<file path="src/rtl/simon_round_controller.sv">
// Simon Says round sequencer: draws a 4-arrow sequence from an LFSR, hands it to
// playback, then scores the player's presses with a per-press timeout.
module simon_round_controller #(
    parameter logic [7:0] SEED       = 8'hA5,
    parameter int         NUM_ROUNDS = 4,
    parameter int         TIMEOUT    = 1000
) (
    input  logic       clock,
    input  logic       resetn,
    input  logic       start,
    input  logic       btn_valid,
    input  logic [1:0] btn_dir,
    input  logic       play_done,
    output logic [7:0] arrow_seq,
    output logic       play_begin,
    output logic [3:0] round,
    output logic       busy,
    output logic       win,
    output logic       lose
);

    localparam int              TW     = (TIMEOUT > 2) ? $clog2(TIMEOUT) : 1;
    localparam logic [TW-1:0]   T_LAST = TW'(TIMEOUT - 1);
    localparam logic [3:0]      R_LAST = 4'(NUM_ROUNDS - 1);

    typedef enum logic [2:0] {
        S_IDLE,
        S_LOAD,
        S_PLAY,
        S_INPUT,
        S_WIN,
        S_LOSE
    } state_t;

    state_t        state, state_nxt;
    logic [7:0]    lfsr;
    logic [7:0]    seq_nxt;
    logic [1:0]    idx, idx_nxt;
    logic [TW-1:0] timer, timer_nxt;
    logic [3:0]    round_nxt;
    logic          play_begin_nxt, busy_nxt, win_nxt, lose_nxt;
    logic [1:0]    want_dir;

    // x^8+x^6+x^5+x^4+1; the all-zero state is unreachable from a non-zero seed
    function automatic logic [7:0] lfsr_step(input logic [7:0] v);
        return {v[6:0], v[7] ^ v[5] ^ v[4] ^ v[3]};
    endfunction

    // Arrow 0 lives in the top bits, so shift the wanted arrow up to [7:6]
    function automatic logic [1:0] arrow_at(input logic [7:0] s, input logic [1:0] i);
        logic [7:0] sh;
        sh = s << {i, 1'b0};
        return sh[7:6];
    endfunction

    assign want_dir = arrow_at(arrow_seq, idx);

    always_ff @(posedge clock or negedge resetn) begin
        if (!resetn) begin
            state <= S_IDLE;
        end else begin
            state <= state_nxt;
        end
    end

    always_comb begin
        state_nxt = state;
        seq_nxt   = arrow_seq;
        idx_nxt   = idx;
        timer_nxt = timer;
        round_nxt = round;
        case (state)
            S_IDLE, S_WIN, S_LOSE: begin
                if (start) begin
                    state_nxt = S_LOAD;
                    round_nxt = '0;
                end
            end
            S_LOAD: begin
                // Waiting out play_done lets the playback unit re-arm between rounds
                if (!play_done) begin
                    seq_nxt   = lfsr;
                    state_nxt = S_PLAY;
                end
            end
            S_PLAY: begin
                if (play_done) begin
                    state_nxt = S_INPUT;
                    idx_nxt   = '0;
                    timer_nxt = '0;
                end
            end
            S_INPUT: begin
                // A press always wins over a timeout landing in the same cycle
                if (btn_valid) begin
                    if (btn_dir == want_dir) begin
                        timer_nxt = '0;
                        if (idx == 2'd3) begin
                            round_nxt = round + 4'd1;
                            state_nxt = (round == R_LAST) ? S_WIN : S_LOAD;
                        end else begin
                            idx_nxt = idx + 2'd1;
                        end
                    end else begin
                        state_nxt = S_LOSE;
                    end
                end else if (timer == T_LAST) begin
                    state_nxt = S_LOSE;
                end else begin
                    timer_nxt = timer + TW'(1);
                end
            end
            default: state_nxt = S_IDLE;
        endcase

        play_begin_nxt = (state_nxt == S_PLAY);
        busy_nxt       = (state_nxt inside {S_LOAD, S_PLAY, S_INPUT});
        win_nxt        = (state_nxt == S_WIN);
        lose_nxt       = (state_nxt == S_LOSE);
    end

    always_ff @(posedge clock or negedge resetn) begin
        if (!resetn) begin
            lfsr       <= SEED;
            arrow_seq  <= '0;
            idx        <= '0;
            timer      <= '0;
            round      <= '0;
            play_begin <= 1'b0;
            busy       <= 1'b0;
            win        <= 1'b0;
            lose       <= 1'b0;
        end else begin
            lfsr       <= lfsr_step(lfsr);
            arrow_seq  <= seq_nxt;
            idx        <= idx_nxt;
            timer      <= timer_nxt;
            round      <= round_nxt;
            play_begin <= play_begin_nxt;
            busy       <= busy_nxt;
            win        <= win_nxt;
            lose       <= lose_nxt;
        end
    end

endmodule
</file>
<file path="config.mk">
export PLATFORM = sky130hd
export DESIGN_NAME = simon_round_controller
export DESIGN_NICKNAME = d
export VERILOG_FILES = /design/src/rtl/simon_round_controller.sv
export SDC_FILE = /design/constraint.sdc
export NUM_CORES = 1
export LEC_CHECK = 0
export CAP_MARGIN = 30
export CORE_ASPECT_RATIO = 0.9
export CORE_MARGIN = 2
export CORE_UTILIZATION = 50
export DETAILED_ROUTE_END_ITERATION = 7
export GPL_TIMING_DRIVEN = 0
export HOLD_SLACK_MARGIN = 0.1
export PLACE_DENSITY = 0.73
export SKIP_LAST_GASP = 1
export SLEW_MARGIN = 20
export SYNTH_ARGS = -nofsm -noshare
export SYNTH_HDL_FRONTEND = slang
export SYNTH_SLANG_ARGS = --single-unit
</file>
<file path="constraint.sdc">
create_clock -name clock -period 2.38 [get_ports clock]
set_clock_uncertainty 0.1 [all_clocks]
set_input_delay 0.357 -clock clock [delete_from_list [all_inputs] [get_ports clock]]
set_output_delay 0.357 -clock clock [all_outputs]
set_load 0.01 [all_outputs]
</file>
==> results.py <==
metrics = {
    "floorplanning": {
        "start_util_pct": 52.3,
        "die-area_sq_um": 4420,
        "rows": 21,
        "die_y_um": 63.3,
        "io_pins": 23,
        "die_w_um": 69.9,
        "core_sq_um": 3730,
    },
    "detailed_routing": {
        "ant_nets": 0,
        "vias_per_cell": 5.73,
        "wirelength_um": 4300,
        "wire_per_inst_um": 15.9,
        "vias": 1548,
        "drc": 0,
        "drtIter0Drc": 153,
        "first_pass_iters": 4,
    },
    "setup_path": {
        "critical_path_class": "flop to flop",
        "cp_slowest_stage_delay_ns": 0.41,
        "end_kind": "flop",
        "critPathArrivalTime_ns": 2.45,
        "cp_common_cell": "buf_6",
        "cp_max_fo": 9,
        "cp_slowest_cell": "or3b_4",
        "rr_startpoint": "idx[1]",
        "r2r-end": "busy",
        "cp-start-kind": "flop",
        "rrSetupSlack_ns": 0.02,
        "ff2ff_path_depth": 8,
        "required_ns": 2.47,
        "timing.critical_path.cells": "buf_6 > mux2i_1 > xor2_1 > or3b_4 > a21o_1 > buf_6 > a211o_4 > o21ba_1",
    },
    "sta": {
        "setup_viol": 0,
        "finalWorstSetupSlack_ns": 0.0217,
        "slew_headroom_pct": 68.5,
        "slew_viol_final": 0,
        "hold_violations": 0,
        "worstMarginPinSlew_ns": 0.470,
        "finalCriticalPeriod_ns": 2.36,
        "rsz0062_at_grt": "true",
        "finalCritPeriodShare_pct": 99.1,
        "timing.fmax_mhz": 424,
    },
    "cells_and_area": {
        "syn2layout_area_growth_pct": 25.2,
        "drive_gt1_share_pct": 19.6,
        "diodes": 0,
        "final_area_sq_um": 2450,
        "nNetsFinal": 233,
    },
    "yosys": {
        "synth_nets": 196,
        "ys_ff_latch": 39,
        "netlist_instances": 186,
        "yosysWarnings": 0,
        "ys_types": 43,
        "yosysSeqAreaShare_pct": 50.2,
        "synth_area_per_cell_sq_um": 10.5,
        "synth_area_sq_um": 1950,
    },
    "place": {
        "dpl_worst_slack_ns": -0.197,
        "dpl-instance-area_sq_um": 2250,
        "port_buffers": 22,
        "dp_hpwl_um": 3010,
        "gp_congestion": 0.784,
    },
    "clocking": {
        "clock_latency_ns": 0.29,
        "cts-htree-levels": 2,
        "cts.sinks": 39,
        "cts_buffers": 5,
        "cts_tree": "done",
        "cts_root_buf": "clkbuf_8",
        "clk_path_buf_depth": 2,
        "cts.clk_slew.worst_paths_ns": 0.08,
    },
    "grt": {
        "grt_pass1_vias": 1470,
        "grt_usage_pct": 20.4,
        "antenna_found_initial": 0,
        "grt_pass1_wl_um": 6920,
        "globalRouteOverflowTotal": 0,
        "grt_max_degree": 30,
    },
    "hold_path": {
        "min_from": "lfsr[1]",
        "min_to": "lfsr[2]",
        "holdCritPathClass": "flop to flop",
        "holdPathStages": 0,
    },
    "pwr": {
        "power.leakage_nw": 1.10,
        "peakVddDrop_mv": 0.570,
        "powerDensity_nw_per_um2": 954,
    },
    "run_status": {
        "status": "finished, final reports clean",
    },
    "job": {
        "cap_violations": 0,
    },
}
per-layer routing:
layer / track usage [%] / vias to the layer above / part of all wire (%)
met1: 26.2 / 765 / 45
li1: - / 740 / -
met2: 31.8 / 38 / 49
met5: 0 / - / 0
met4: 7.93 / 0 / 1.6
met3: 7.04 / 5 / 4.4
sequential cells by signal, summed over array words and instances (netlist names), 2 cells and up:
signal	flops
round	4
arrow_seq	8
state	3
timer	10
idx	2
lfsr	8
cells in the mapped netlist:
master	instances	area, sq um
or2b_1	1	7.51
o311a_1	2	20.0
inv_1	5	18.8
o211a_1	1	10.0
nor4_1	1	6.26
a21oi_1	4	20.0
nand3_1	7	35.0
nand2_1	17	63.8
and3_1	5	31.3
a31o_2	2	17.5
o31ai_1	2	15.0
a22o_1	1	8.76
nand4bb_1	1	11.3
nor3_1	5	25.0
mux2_2	10	113
or3_4	1	11.3
clkbuf_1	2	7.51
nand3b_1	2	15.0
xnor2_1	3	26.3
xor2_1	4	35.0
mux2i_1	7	70.1
or3_1	1	6.26
or2_2	2	12.5
o21ba_1	1	10.0
nor2b_1	3	18.8
or3b_2	1	8.76
nor2_1	14	52.6
dfstp_2	4	105
nor3b_2	1	12.5
dfrtp_1	35	876
and2_1	1	6.26
or3b_1	1	8.76
buf_6	2	22.5
nor3b_1	2	15.0
o311ai_0	1	8.76
ha_1	3	37.5
a211o_1	1	8.76
buf_2	1	5.00
nand2b_1	3	18.8
a31oi_1	3	18.8
o21ai_0	20	100
a21o_1	2	15.0
a211o_4	1	17.5
per-stage QoR:
stage / std cells / utilization [%] / TNS [ns] / hold slack (ns) / total power, W
final: 270 / 65.6 / 0 / 0.285 / 0.00233
after CTS: 268 / 64.8 / 0 / 0.281 / 0.00231
after global placement: 254 / 59.8 / -2.26 / 0.257 / 0.00158
after detailed placement: 256 / 60.3 / -1.20 / 0.151 / 0.00163
after floorplan: 186 / - / 0 / -0.0386 / 0.00138
after global routing: 270 / 65.6 / -0.300 / 0.303 / 0.00248
final cells by class:
cell class / instances / area, sq um
Inverter: 5 / 18.8
Tap cell: 46 / 57.6
Timing Repair Buffer: 30 / 288
Multi-Input combinational cell: 137 / 933
Buffer: 5 / 35.0
Clock buffer: 6 / 72.6
Sequential cell: 39 / 981
Clock inverter: 2 / 60.1
Fill cell: 286 / 1280
cell usage in the layout (no fill, tap or decap), types with 4 or more instances in the layout:
cell / instances
dfrtp_1: 35
clkdlybuf4s50_1: 21
o21ai_0: 19
nand2_1: 17
nor2_1: 13
mux2_2: 10
nand3_1: 7
mux2i_1: 6
inv_1: 5
nor3_1: 5
and3_1: 5
clkbuf_8: 5
buf_4: 5
xor2_1: 4
a21oi_1: 4
dfstp_2: 4
worst max-delay path, delay by kind of cell (launching register included):
| family | cells | cell delay [ns] |
|---|---|---|
| AO/OA/AOI/OAI | 3 | 0.70 |
| multiplexers | 1 | 0.21 |
| XOR/XNOR | 1 | 0.20 |
| flip-flops | 1 | 0.37 |
| buffers and inverters | 2 | 0.27 |
| AND/OR/NAND/NOR | 1 | 0.41 |
worst max-delay path by stage:
| stage | start | to | slack (ns) | depth (start not counted) |
|---|---|---|---|---|
| 6_report | idx[1] | busy | 0.02 | 8 |
| 5_1_grt | idx[1] | busy | -0.07 | 8 |
| 4_1_cts | idx[1] | play_begin | 0.003 | 8 |
| 3_5_place_dp | btn_dir[0] | busy | -0.20 | 7 |
| 3_3_place_gp | btn_dir[0] | busy | -0.17 | 7 |
| 2_1_floorplan | idx[1] | busy | 0.14 | 8 |
timing repair:
action	in CTS	in global routing
hold endpoints to repair	10	0
endpoints found under the setup margin	5	9
pin swaps	1	3
hold buffers	1	0
gates resized for setup	2	3
buffers inserted	3	2
report_power, final:
| part | total (W) | internal (W) | switching (W) |
|---|---|---|---|
| logic | 0.000870 | 0.000394 | 0.000477 |
| clock network | 0.000649 | 0.000419 | 0.000230 |
| registers | 0.000815 | 0.000747 | 0.0000680 |
| total | 0.00233 | 0.00156 | 0.000775 |
cell families (layout without fill, tap and decap cells):
logic type,count (synthesis),count (layout),synth area share [%]
AND/OR/NAND/NOR,69,69,18.8
buffers and inverters,10,48,2.75
AO/OA/AOI/OAI,41,41,13.8
flip-flops,39,39,50.2
multiplexers,17,17,9.35
XOR/XNOR,7,7,3.14
adder cells (fa/ha/maj),3,3,1.92
Note: power is estimated with default switching activity, not from simulation.
